$ cat src/rtl/param_reader.sv
// Streams a ROWS x COLS matrix store (row-major) followed by a VLEN vector store
// out through a valid/ready port, one beat per cycle when the consumer keeps up.
module param_reader #(
    parameter int ROWS = 2,
    parameter int COLS = 4,
    parameter int VLEN = 4
) (
    input  logic        clk,
    input  logic        reset_n,
    input  logic        start,
    input  logic        abort,
    output logic [1:0]  mat_seli,
    output logic [3:0]  mat_selj,
    input  logic [15:0] mat_param,
    output logic [3:0]  vec_sel,
    input  logic [15:0] vec_param,
    output logic        out_valid,
    input  logic        out_ready,
    output logic [15:0] out_data,
    output logic        out_is_vec,
    output logic [3:0]  out_idx,
    output logic        out_last,
    output logic        busy,
    output logic        done
);

    typedef enum logic [1:0] {IDLE, MAT, VEC, DRAIN} state_t;

    localparam logic [1:0] I_LAST = 2'(ROWS - 1);
    localparam logic [3:0] J_LAST = 4'(COLS - 1);
    localparam logic [3:0] K_LAST = 4'(VLEN - 1);
    localparam logic [3:0] COLS_W = 4'(COLS);

    state_t     state;
    state_t     state_next;
    logic [1:0] i;
    logic [3:0] j;
    logic [3:0] k;
    logic       ld;
    logic       mat_end;
    logic       vec_end;

    // A new beat may be loaded whenever the output register is empty or being drained.
    assign ld      = !out_valid || out_ready;
    assign mat_end = (i == I_LAST) && (j == J_LAST);
    assign vec_end = (k == K_LAST);

    assign busy     = (state != IDLE);
    assign mat_seli = (state == MAT) ? i : 2'd0;
    assign mat_selj = (state == MAT) ? j : 4'd0;
    assign vec_sel  = (state == VEC) ? k : 4'd0;

    always_ff @(posedge clk or negedge reset_n) begin
        if (!reset_n) state <= IDLE;
        else          state <= state_next;
    end

    always_comb begin
        state_next = state;
        case (state)
            IDLE:    if (start && !abort)   state_next = MAT;
            MAT:     if (abort)             state_next = IDLE;
                     else if (ld && mat_end) state_next = VEC;
            VEC:     if (abort)             state_next = IDLE;
                     else if (ld && vec_end) state_next = DRAIN;
            DRAIN:   if (abort || out_ready) state_next = IDLE;
            default:                        state_next = IDLE;
        endcase
    end

    // Abort outranks loading; the output register only changes on a load or a drain.
    always_ff @(posedge clk or negedge reset_n) begin
        if (!reset_n) begin
            i          <= 2'd0;
            j          <= 4'd0;
            k          <= 4'd0;
            out_valid  <= 1'b0;
            out_data   <= 16'd0;
            out_is_vec <= 1'b0;
            out_idx    <= 4'd0;
            out_last   <= 1'b0;
            done       <= 1'b0;
        end else begin
            done <= 1'b0;
            if (state != IDLE && abort) begin
                out_valid <= 1'b0;
                out_last  <= 1'b0;
                i         <= 2'd0;
                j         <= 4'd0;
                k         <= 4'd0;
            end else begin
                case (state)
                    MAT: if (ld) begin
                        out_data   <= mat_param;
                        out_is_vec <= 1'b0;
                        out_idx    <= ({2'b00, i} * COLS_W) + j;
                        out_valid  <= 1'b1;
                        k          <= 4'd0;
                        if (j == J_LAST) begin
                            j <= 4'd0;
                            i <= (i == I_LAST) ? 2'd0 : i + 2'd1;
                        end else begin
                            j <= j + 4'd1;
                        end
                    end
                    VEC: if (ld) begin
                        out_data   <= vec_param;
                        out_is_vec <= 1'b1;
                        out_idx    <= k;
                        out_valid  <= 1'b1;
                        if (vec_end) begin
                            k        <= 4'd0;
                            out_last <= 1'b1;
                        end else begin
                            k <= k + 4'd1;
                        end
                    end
                    DRAIN: if (out_ready) begin
                        out_valid <= 1'b0;
                        out_last  <= 1'b0;
                        done      <= 1'b1;
                    end
                    default: ;
                endcase
            end
        end
    end

endmodule

$ cat config.mk
export PLATFORM = sky130hd
export DESIGN_NAME = param_reader
export DESIGN_NICKNAME = d
export VERILOG_FILES = /design/src/rtl/param_reader.sv
export SDC_FILE = /design/constraint.sdc
export NUM_CORES = 1
export LEC_CHECK = 0
export CAP_MARGIN = 20
export CELL_PAD_IN_SITES_DETAIL_PLACEMENT = 1
export CELL_PAD_IN_SITES_GLOBAL_PLACEMENT = 2
export CORE_ASPECT_RATIO = 1.25
export CORE_MARGIN = 4
export CORE_UTILIZATION = 26
export DETAILED_ROUTE_END_ITERATION = 12
export GPL_ROUTABILITY_DRIVEN = 0
export GPL_TIMING_DRIVEN = 0
export PLACE_DENSITY_LB_ADDON = 0.2
export RECOVER_POWER = 25
export SLEW_MARGIN = 20
export SYNTH_ARGS = -nofsm -noshare
export SYNTH_HDL_FRONTEND = slang
export SYNTH_SLANG_ARGS = --single-unit
$ cat constraint.sdc
create_clock -name clk -period 2.66 [get_ports clk]
set_clock_uncertainty 0.1 [all_clocks]
set_input_delay 0.399 -clock clk [delete_from_list [all_inputs] [get_ports clk]]
set_output_delay 0.399 -clock clk [all_outputs]
set_load 0.03 [all_outputs]
# [Yosys cells after proc, flatten, opt, wreduce, memory -nomap -nowiden]
# Index checks and enable logic that the tools add are counted.
[totals] register_bits=36 in_bits=37 elab_cells=101
[op_classes] add_sub_neg=4 n_eq_ne=17 n_mux=43 bitwise_logic=1 reduce_logical=26
[ops] op="$mux 4" count=12
[ops] op="$mux 16" count=2
[ops] op="$pmux 16 s2" count=1
[ops] op="$mux 2" count=12
[ops] op="$pmux 4 s2" count=2
[ops] op="$ne 3x2->1 const B" count=5
[ops] op="$reduce_and 4->1" count=3
[ops] op="$mux 1" count=10
[ops] op="$reduce_bool 2->1" count=5
[ops] op="$reduce_and 3->1" count=3
[ops] op="$reduce_bool 3->1" count=3
[ops] op="$add 4x1->4 const B" count=2
[ops] op="$eq 4x2->1 const B" count=2
[ops] op="$ne 2x2->1 const B" count=4
[ops] op="$pmux 2 s4" count=1
[ops] op="$pmux 1 s2" count=3
[ops] op="$logic_and 1x1->1" count=5
[ops] op="$add 4x4->4" count=1
[ops] op="$eq 2x1->1 const B" count=2
[ops] op="$eq 2x2->1 const B" count=2
[ops] op="$ne 3x1->1 const B" count=1
[ops] op="$ne 3x3->1 const B" count=1
[ops] op="$add 2x1->2 const B" count=1
[ops] op="$logic_not 1->1" count=2
[ops] op="other kinds (5)" count=6

# [Logic depth before layout (Yosys ltp)]
# Gate-level depths: netlist (run 1).
[depth] ltp_word=6 depth_mapped=8

# [Worst setup path before layout (run 1)]
# OpenSTA, ideal clock, no wires.
[synth_path] kind="reg2reg" from="reg state[0]" to="reg j[0]" setup_time_ps=121 arrival_ps=1737 required_ps=2439 path_slack_ps=702 path_stages_with_launch=7 n_path_buf=0 period_less_slack_ps=1958 cell_sequence="dfrtp_1 -> inv_1 -> ha_1 -> inv_1 -> o22ai_1 -> or2_2 -> a22o_1"
[synth_between] elab_chain_len=4 elab_cells_between_ends=7
[synth_rtl] element="start, declared" line_no="34" text="state_t state;"
[synth_rtl] element="start signal, assigned" line_no="55" text="else state <= state_next;"
[synth_rtl] element="$reduce_bool 2->1 *"
[synth_rtl] element="via busy" line_no="23" text="output logic busy,"
[synth_rtl] element="$logic_and 1x1->1 *" line_no="85" text="if (state != IDLE && abort) begin"
[synth_rtl] element="$reduce_bool 2->1 (no source line)"
[synth_rtl] element="$reduce_and 2->1 (no source line)"
[synth_rtl] element="end signal, assigned" line_no="103" text="j <= j + 4'd1;"
[synth_rtl] element="end, declared" line_no="37" text="logic [3:0] j;"
# Mark *: on every way through the listed nets, which the timed path passes. The rest lies on a longest branch.
# A chain may end at the register's enable or synchronous reset.

# [Final worst setup path (run 1)]
[layout_path] from="reg state[0]" to="out vec_sel[0]"
[layout_between] elab_chain_len=2
[layout_rtl] element="$eq 2x2->1" line_no="51" text="assign vec_sel = (state == VEC) ? k : 4'd0;"
[layout_rtl] element="$mux 4" line_no="51"
[layout_rtl] element="end, declared" line_no="15" text="output logic [3:0] vec_sel,"
# No other way between the ends.

==> results of run 1 <==
worst min-delay path by stage:
stage                     slack, ps                    start  cells past startpoint                       end
final                           350                    abort                      2     out_valid$_DFFE_PN0P_
after global routing            380                    abort                      2     out_valid$_DFFE_PN0P_
after CTS                       350                    abort                      2     out_valid$_DFFE_PN0P_
after detailed placement        190                  reset_n                      1  out_data[10]$_DFFE_PN0P_
after global placement          360  out_data[0]$_DFFE_PN0P_                      2   out_data[0]$_DFFE_PN0P_
after floorplan                   3                  reset_n                      0            done$_DFF_PN0_
registers in the layout, summed over array words and instances, names as in the netlist:
name and count:
done 1, i 2, j 4, k 4
out_data 16, out_idx 4, out_is_vec 1, out_last 1
out_valid 1, state 2
worst max-delay path, stage by stage, from the launching register on:
cell and delay (ps):
dfrtp_1 460, inv_1 110, ha_1 170, buf_6 140, clkbuf_4 260, and2_1 190
dlygate4sd2_1 410
cell usage in the layout (no fill, tap or decap), types with 2 or more instances in the layout:
master	count
clkdlybuf4s50_1	66
nor2_1	8
dfrtp_1	36
ha_1	6
o21ai_0	26
nand3_1	5
and2_1	9
clkbuf_8	7
nand2b_1	2
o22ai_1	2
o21a_1	2
a21oi_1	9
buf_6	2
inv_1	9
xnor2_1	2
o31a_1	2
buf_2	5
dlygate4sd2_1	2
mux2i_1	17
o211ai_1	2
clkbuf_1	2
a32o_1	2
nand2_1	27
nor2b_1	2
nor3_1	2
stage by stage:
step	setup slack [ps]	hold WS [ps]	util	cells	area, um^2
detailed placement	60.1	188	0.379	367	2810
finish	136	354	0.392	375	2900
global placement	59.4	362	0.377	366	2790
CTS	14.5	351	0.393	375	2910
floorplan	702	3.41	-	204	1970
global route	13.8	379	0.392	375	2900
timing repair:
action / in CTS / in global routing
pin swaps: 0 / 0
gates resized for setup: 3 / 3
setup endpoints to repair: 3 / 4
hold buffers: 1 / 0
cloned: 0 / 0
hold endpoints to repair: 9 / 0
setup buffers: 0 / 0
per-layer routing:
metal	vias up	share of wire	routed length, um
li1	875	-	-
met1	867	0.46	2770
met2	56	0.47	2800
met3	4	0.060	360
met4	0	0.013	77
met5	-	0	0
logic make-up (layout without fill, tap and decap cells):
logic type,Yosys count,after routing,synth area share
AO/OA/AOI/OAI,55,55,0.172
XOR/XNOR,2,2,0.00887
AND/OR/NAND/NOR,68,68,0.181
buffers and inverters,18,97,0.0456
adder cells (fa/ha/maj),7,7,0.0444
multiplexers,18,18,0.0919
flip-flops,36,36,0.456
where the power goes:
part	internal (mW)	switching, mW	total, mW	leakage (nW)
registers	0.742	0.143	0.885	0.463
logic	0.677	1.00	1.68	0.680
clock network	0.231	0.200	0.431	0.0503
total	1.65	1.35	3.00	1.19
cell type report:
class / instances / share of cell area
Multi-Input combinational cell: 150 / 0.340
Sequential cell: 36 / 0.311
Timing Repair Buffer: 72 / 0.244
Tap cell: 92 / 0.0397
Clock buffer: 7 / 0.0332
Buffer: 9 / 0.0203
Inverter: 9 / 0.0117
==> out/qor.yml, run 1 <==
outcome:
  status: "finished, final reports clean"
yosys:
  synth_cell_types: 46
  ys_ff_latch: 36
  synth_edf_count: 0
  yosysMostFrequentCell: "dfrtp_1"
  yosysTopAreaCell: "dfrtp_1"
  seq_area_frac_synth: 0.456
  syn_area_um2: 1970
  synthCells: 204
  syn_area_per_cell_um2: 9.68
  synthTopCellsByCount: "dfrtp_1 (36), nand2_1 (27), o21ai_0 (26), mux2i_1 (17)"
  async_flop_share: 1.00
  yosysTopAreaCellShare: 0.456
  synth.area.top_cells: "dfrtp_1 (46%), mux2i_1 (8.6%), o21ai_0 (6.6%)"
  synth_flop_cell: "dfrtp_1"
  syn_nets: 248
  synth_warnings: 0
power:
  p_per_area_nw_per_um2: 1030
  ir_worst_vdd_v: 0.000576
  leakage_nw: 1.19
  totalPowerFinal_mw: 3.00
drt:
  vias: 1802
  totalWireLength_um: 6000
  drtIter0Drc: 20
  drc: 0
  firstDrtPassIters: 4
  viasPerCell: 4.81
  wire_per_inst_um: 16.0
  ant_nets: 0
grt:
  grt_pass1_vias: 1902
  grt.overflow.total: 0
  gr-usage-met1: 0.179
  antenna_found_initial: 0
  grt_pass1_wl_um: 9670
  grt_util_met2: 0.213
  grt.busiest_layer: "met2"
  track_usage: 0.134
  use_met3: 0.0328
  grt_max_degree: 28
layout:
  diodes: 0
  syn2layout_area_growth_pct: 46.8
  ff_latch_area_um2: 901
  multiInputGateArea_um2: 986
  fill_cells: 854
  post_route_cells_drive_above_1_share: 0.0989
  fin_nets: 327
timing:
  tns_ps: 0
  fmaxAchievable_mhz: 396
  max-slew-margin-rel: 0.509
  period_minus_slack_ps: 2520
  worst_pin_slew_ps: 736
  slew_violations: 0
  finalCritPeriodShare: 0.949
  setup_viol: 0
  hold_viol_final: 0
  rsz0062_at_grt: "false"
setup_path:
  crit_end: "vec_sel[0]"
  worst-r2r-setup-slack_ps: 440
  rr_endpoint: "out_data[15]$_DFFE_PN0P_"
  start_kind: "flop"
  crit_arrival_ps: 2030
  critical_path_required_ps: 2160
  timing.critical_path.from: "state[0]$_DFFE_PN0P_"
  crit_type: "flop to primary output"
  reg2reg_depth: 6
  cp-end-kind: "primary output"
  timing.rr.start: "state[0]$_DFFE_PN0P_"
  critPathMaxFanout: 10
hold_path:
  min_path_type: "primary input to flop"
placement:
  port_buffers: 70
  hpwl_um: 4530
cts:
  root_buffer: "clkbuf_8"
  clk_pin_slew_ps: 80
  clock-sinks: 36
  clock_latency_ps: 280
  clockBufferDepth: 2
  cts_tree: "yes"
  numCtsBuffers: 5
  htreeDepth: 2
floorplanning:
  num_rows: 35
  die_w_um: 85.9
  coreArea_um2: 7400
  die_h_um: 105
  fp.dieArea_um2: 9060
  io_pins: 72
  start_util: 0.267
job:
  maxCapViolations: 0
No activity file was read; power rests on OpenSTA's default activity.
==> run 2, diff against run 1 <==
Settings changed: CORE_MARGIN 4 to unset, SKIP_CTS_REPAIR_TIMING set to 1.
==> out/qor.yml, run 2 (synthesized netlist as in run 1, its figures left out) <==
outcome:
  status: "finished, final reports clean"
timing:
  max-slew-margin-rel: 0.297  # -0.212
  finalCritPeriodShare: 0.945  # -0.00380
  fmaxAchievable_mhz: 398  # +0.40%
  worst_pin_slew_ps: 1050  # +318 ps
  worst_slack_ps: 146  # +10.1 ps
  period_minus_slack_ps: 2510  # -10.1 ps
  hold_viol_final: 0  # unchanged
  setup_viol: 0  # unchanged
  rsz0062_at_grt: "false"
  slew_violations: 0  # unchanged
  tns_ps: 0  # unchanged
cts:
  root_buffer: "clkbuf_8"
  clock-sinks: 36  # unchanged
  cts_tree: "yes"
  numCtsBuffers: 5  # unchanged
  clockBufferDepth: 2  # unchanged
  htreeDepth: 2  # unchanged
  clk_pin_slew_ps: 80  # about the same
  clock_latency_ps: 290  # about the same
setup_path:
  critPathMaxFanout: 6  # -4
  start_kind: "flop"
  crit_arrival_ps: 2020  # about the same
  cp_common_cell: "inv_1"
  reg2reg_depth: 6  # unchanged
  path_cells: "inv_1 > ha_1 > inv_1 > clkdlybuf4s50_1"
  max_stage_delay_ps: 700  # +240 ps
  crit_family: "buffers and inverters"
  critical_path_required_ps: 2160  # about the same
  cpMaxStageDelayCell: "clkdlybuf4s50_1"
  crit_type: "flop to primary output"
  timing.rr.start: "state[0]$_DFFE_PN0P_"
  rr_endpoint: "out_data[15]$_DFFE_PN0P_"
  cp_num_buf_inv: 3  # -1
  cp-end-kind: "primary output"
  worst-r2r-setup-slack_ps: 480  # +40 ps
hold_path:
  min_path_cells: 2  # unchanged
  hp-start: "abort"
  hold_end: "out_valid$_DFFE_PN0P_"
  min_path_type: "primary input to flop"
drt:
  wire_per_inst_um: 15.0  # -6.1%
  firstDrtPassIters: 4  # unchanged
  totalWireLength_um: 5640  # -6.1%
  drtIter0Drc: 19  # -5.0%
  dr.max_layer_used: "met4"
  dr_wl_met2_um: 2620  # -6.5%
  drc: 0  # unchanged
  wl_met1_um: 2600  # -6.1%
  vias: 1788  # -0.78%
  ant_nets: 0  # unchanged
  met3WireLength_um: 335  # -6.9%
  viasPerCell: 4.77  # -0.78%
grt:
  antenna_found_initial: 0  # unchanged
  track_usage: 0.152  # +0.0177
  grt.overflow.total: 0  # unchanged
  grt_pass1_vias: 1835  # -3.5%
  grt_pass1_wl_um: 9380  # -2.9%
  grt_max_degree: 20  # -29%
floorplanning:
  die_w_um: 79.9  # -7.0%
  start_util: 0.268  # +0.00159
  num_rows: 35  # unchanged
  fp.dieArea_um2: 7950  # -12%
  coreArea_um2: 7360  # -0.59%
  io_pins: 72  # unchanged
  die_h_um: 99.4  # -5.7%
power:
  p_clk_frac: 0.143  # about the same
  seqPwrFrac: 0.296  # about the same
  ir_worst_vdd_v: 0.000403  # -30%
  p_int_mw: 1.65  # about the same
  totalPowerFinal_mw: 2.98  # -0.46%
  swShare: 0.447  # -0.00205
  leakage_nw: 1.24  # +3.8%
  power.net_switching_mw: 1.33  # -0.91%
  p_per_area_nw_per_um2: 1030  # -0.72%
  comb_power_share: 0.561  # about the same
layout:
  largest_reg_flops: 16  # unchanged
  fin_nets: 327  # unchanged
  regMostFlops: "out_data"
  final_common_cell: "clkdlybuf4s50_1"
  fill_cells: 880  # +3.0%
  finalInstanceArea_um2: 2910  # +0.26%
  diodes: 0  # unchanged
  most-common-layout-cells: "clkdlybuf4s50_1 (66), dfrtp_1 (36), nand2_1 (27)"
  syn2layout_area_growth_pct: 47.1
  post_route_cells_drive_above_1_share: 0.0989  # unchanged
placement:
  dp_slack_ps: 88.2  # +28.1 ps
  hpwl_um: 4230  # -6.7%
  port_buffers: 70  # unchanged
  post_dp_cell_area_um2: 2810  # +0.27%
job:
  maxCapViolations: 0  # unchanged
-- run 2: worst max path at each step --
stage / startpoint / to / slack [ps] / depth (start not counted)
final: state[0]$_DFFE_PN0P_ / busy / 150 / 4
after global placement: reset_n / i[0]$_DFFE_PN0P_ / 70 / 1
after global routing: state[0]$_DFFE_PN0P_ / busy / 50 / 4
after floorplan: state[0]$_DFFE_PN0P_ / j[0]$_DFFE_PN0P_ / 700 / 6
after detailed placement: state[0]$_DFFE_PN0P_ / vec_sel[1] / 90 / 6
after CTS: state[0]$_DFFE_PN0P_ / vec_sel[1] / -250 / 6
-- run 2: per-stage QoR --
step                hold slack, ps  utilization  instances
floorplan                     3.41            -        204
CTS                          -17.8        0.395        374
global route                   372        0.395        375
detailed placement             299        0.382        367
finish                         352        0.395        375
global placement               362        0.379        366
-- run 2: per-layer routing --
metal | vias up | GRT usage
li1 | 879 | -
met1 | 841 | 0.202
met2 | 61 | 0.243
met3 | 7 | 0.0339
met4 | 0 | 0.0508
met5 | - | 0
-- run 2: final cells by class --
| class | instances | area [um^2] | share of cell area |
|---|---|---|---|
| Clock buffer | 7 | 96.3 | 0.0332 |
| Sequential cell | 36 | 901 | 0.310 |
| Buffer | 9 | 56.3 | 0.0194 |
| Tap cell | 92 | 115 | 0.0396 |
| Multi-Input combinational cell | 150 | 986 | 0.339 |
| Timing Repair Buffer | 72 | 717 | 0.247 |
| Inverter | 9 | 33.8 | 0.0116 |
-- run 2: power by group through the flow --
stage | Clock [mW] | Sequential (mW) | Combinational [mW]
finish | 0.427 | 0.882 | 1.67
global route | 0.471 | 0.912 | 1.84
floorplan | 0 | 1.17 | 0.751
detailed placement | 0 | 0.899 | 1.69
CTS | 0.449 | 0.888 | 1.70
global placement | 0 | 0.894 | 1.68
==> run 3, diff against run 2 <==
Settings changed: ABC_AREA set to 1, CORE_UTILIZATION 26 to 25.
==> out/qor.yml, run 3 <==
outcome:
  status: "finished, final reports clean"
yosys:
  syn_area_um2: 2090  # +5.9%
  yosysTopAreaCell: "dfrtp_1"
  seq_area_frac_synth: 0.431  # -0.0254
  syn_area_per_cell_um2: 8.04  # -17%
  async_flop_share: 1.00  # unchanged
  synth_flop_cell: "dfrtp_1"
  synthTopCellsByCount: "nand2_1 (91), dfrtp_1 (36), inv_1 (16), nand3_1 (16), nor2_1 (14)"
  synthCells: 260  # +27%
  ys_ff_latch: 36  # unchanged
  synth_edf_count: 0  # unchanged
  yosysMostFrequentCell: "nand2_1"
  synth.area.top_cells: "dfrtp_1 (43%), nand2_1 (16%), o211ai_2 (6.0%)"
  yosysTopAreaCellShare: 0.431  # -0.0254
  synth_cell_types: 33  # -28%
  syn_nets: 304  # +23%
  synth_warnings: 0  # unchanged
grt:
  grt_pass1_wl_um: 10300  # +9.8%
  antenna_found_initial: 0  # unchanged
  grt.overflow.total: 0  # unchanged
  grt_max_degree: 20  # unchanged
  grt_pass1_vias: 2023  # +10%
  track_usage: 0.147  # -0.00483
placement:
  hpwl_um: 4790  # +13%
  place_inst: 427  # +16%
  post_dp_cell_area_um2: 2940  # +4.6%
  port_buffers: 71  # +1.4%
timing:
  timing.hold.ws_ps: 384  # +32.0 ps
  finalCritPeriodShare: 0.919  # -0.0263
  rsz0062_at_grt: "false"
  worst_pin_slew_ps: 1220  # +165 ps
  fmaxAchievable_mhz: 409  # +2.9%
  hold_viol_final: 0  # unchanged
  setup_viol: 0  # unchanged
  max-slew-margin-rel: 0.187  # -0.110
  period_minus_slack_ps: 2440  # -69.9 ps
  slew_violations: 0  # unchanged
setup_path:
  start_kind: "flop"
  critical_path_required_ps: 2160  # about the same
  cp-end-kind: "primary output"
  crit_arrival_ps: 1950  # -70 ps
  reg2reg_depth: 9  # +3
  crit_type: "flop to primary output"
  critPathMaxFanout: 9  # +3
cts:
  cts_tree: "yes"
  clock-sinks: 36  # unchanged
  root_buffer: "clkbuf_8"
  clockBufferDepth: 2  # unchanged
  clk_pin_slew_ps: 70  # about the same
  clock_latency_ps: 290  # about the same
  htreeDepth: 2  # unchanged
  numCtsBuffers: 5  # unchanged
power:
  p_per_area_nw_per_um2: 1210  # +18%
  ir_worst_vdd_v: 0.000455  # +13%
  leakage_nw: 1.52  # +23%
layout:
  post_route_cells_drive_above_1_share: 0.126  # +0.0275
  fill_cells: 974  # +11%
  final_common_cell: "nand2_1"
  regMostFlops: "out_data"
  fin_cells: 435  # +16%
  most-common-layout-cells: "nand2_1 (91), clkdlybuf4s50_1 (66), dfrtp_1 (36)"
  fin_nets: 384  # +17%
  multiInputGateArea_um2: 1050  # +7.0%
  finalInstanceArea_um2: 3060  # +5.3%
  ff_latch_area_um2: 901  # unchanged
  diodes: 0  # unchanged
  largest_reg_flops: 16  # unchanged
  syn2layout_area_growth_pct: 46.3
  final_core_util: 0.386  # -0.00917
hold_path:
  min_path_cells: 2  # unchanged
  min_path_type: "flop to flop"
job:
  maxCapViolations: 0  # unchanged
floorplanning:
  io_pins: 72  # unchanged
  fp.dieArea_um2: 8740  # +9.9%
  start_util: 0.264  # -0.00464
  die_w_um: 83.8  # +4.8%
  die_h_um: 104  # +4.8%
  num_rows: 36  # +2.9%
  coreArea_um2: 7930  # +7.8%
drt:
  drtIter0Drc: 37  # +18
  wire_per_inst_um: 14.4  # -4.3%
  totalWireLength_um: 6260  # +11%
  vias: 1957  # +9.5%
  ant_nets: 0  # unchanged
  firstDrtPassIters: 4  # unchanged
  drc: 0  # unchanged
  viasPerCell: 4.50  # -5.6%
run 3: layout make-up:
| class | instances | area share |
|---|---|---|
| Timing Repair Buffer | 73 | 0.246 |
| Multi-Input combinational cell | 194 | 0.345 |
| Inverter | 22 | 0.0278 |
| Clock buffer | 7 | 0.0315 |
| Tap cell | 95 | 0.0389 |
| Buffer | 8 | 0.0164 |
| Sequential cell | 36 | 0.295 |
run 3: stage by stage:
| stage | setup TNS [ps] | power, mW | setup WS (ps) |
|---|---|---|---|
| floorplan | 0 | 2.48 | 934 |
| global placement | 0 | 3.30 | 65.5 |
| detailed placement | 0 | 3.33 | 156 |
| CTS | -327 | 3.79 | -171 |
| global route | 0 | 4.05 | 70.7 |
| finish | 0 | 3.71 | 216 |
run 3: kinds of logic after synthesis:
kind of cell               count (synthesis)  share of synthesized area
adders and majority gates                  7                     0.0419
DFF                                       36                      0.431
AOI/OAI and AO/OA                         37                      0.136
and+or+nand+nor                          147                      0.314
xor gates and xnor gates                   3                     0.0126
buffers and inverters                     30                     0.0646
run 3: worst paths after layout:
kind,start,to,slack (ps)
worst max-delay path,state[1]$_DFFE_PN0P_,mat_selj[2],220
worst min-delay path,out_data[0]$_DFFE_PN0P_,out_data[0]$_DFFE_PN0P_,380
worst max register to register,state[1]$_DFFE_PN0P_,out_data[5]$_DFFE_PN0P_,790
worst min register to register,out_data[0]$_DFFE_PN0P_,out_data[0]$_DFFE_PN0P_,380
max in group asynchronous,reset_n,out_idx[2]$_DFFE_PN0P_,950
min in group asynchronous,reset_n,out_data[12]$_DFFE_PN0P_,790
run 3: critical path, cell delays in order (launching register included):
cell,delay (ps)
dfrtp_1,440
inv_1,120
ha_1,150
buf_4,160
nand2_1,70
inv_1,60
clkdlybuf4s50_1,660
run 3: report_power, final:
group	switching (mW)	internal, mW	leakage (nW)	total, mW
Clock	0.204	0.231	0.0503	0.435
Combinational	1.41	0.899	1.01	2.31
Sequential	0.180	0.787	0.455	0.968
run 3: layer usage:
layer | global-route usage | share of wire
met1 | 0.197 | 0.49
met2 | 0.242 | 0.46
met3 | 0.0230 | 0.038
met4 | 0.0460 | 0.012
met5 | 0 | 0
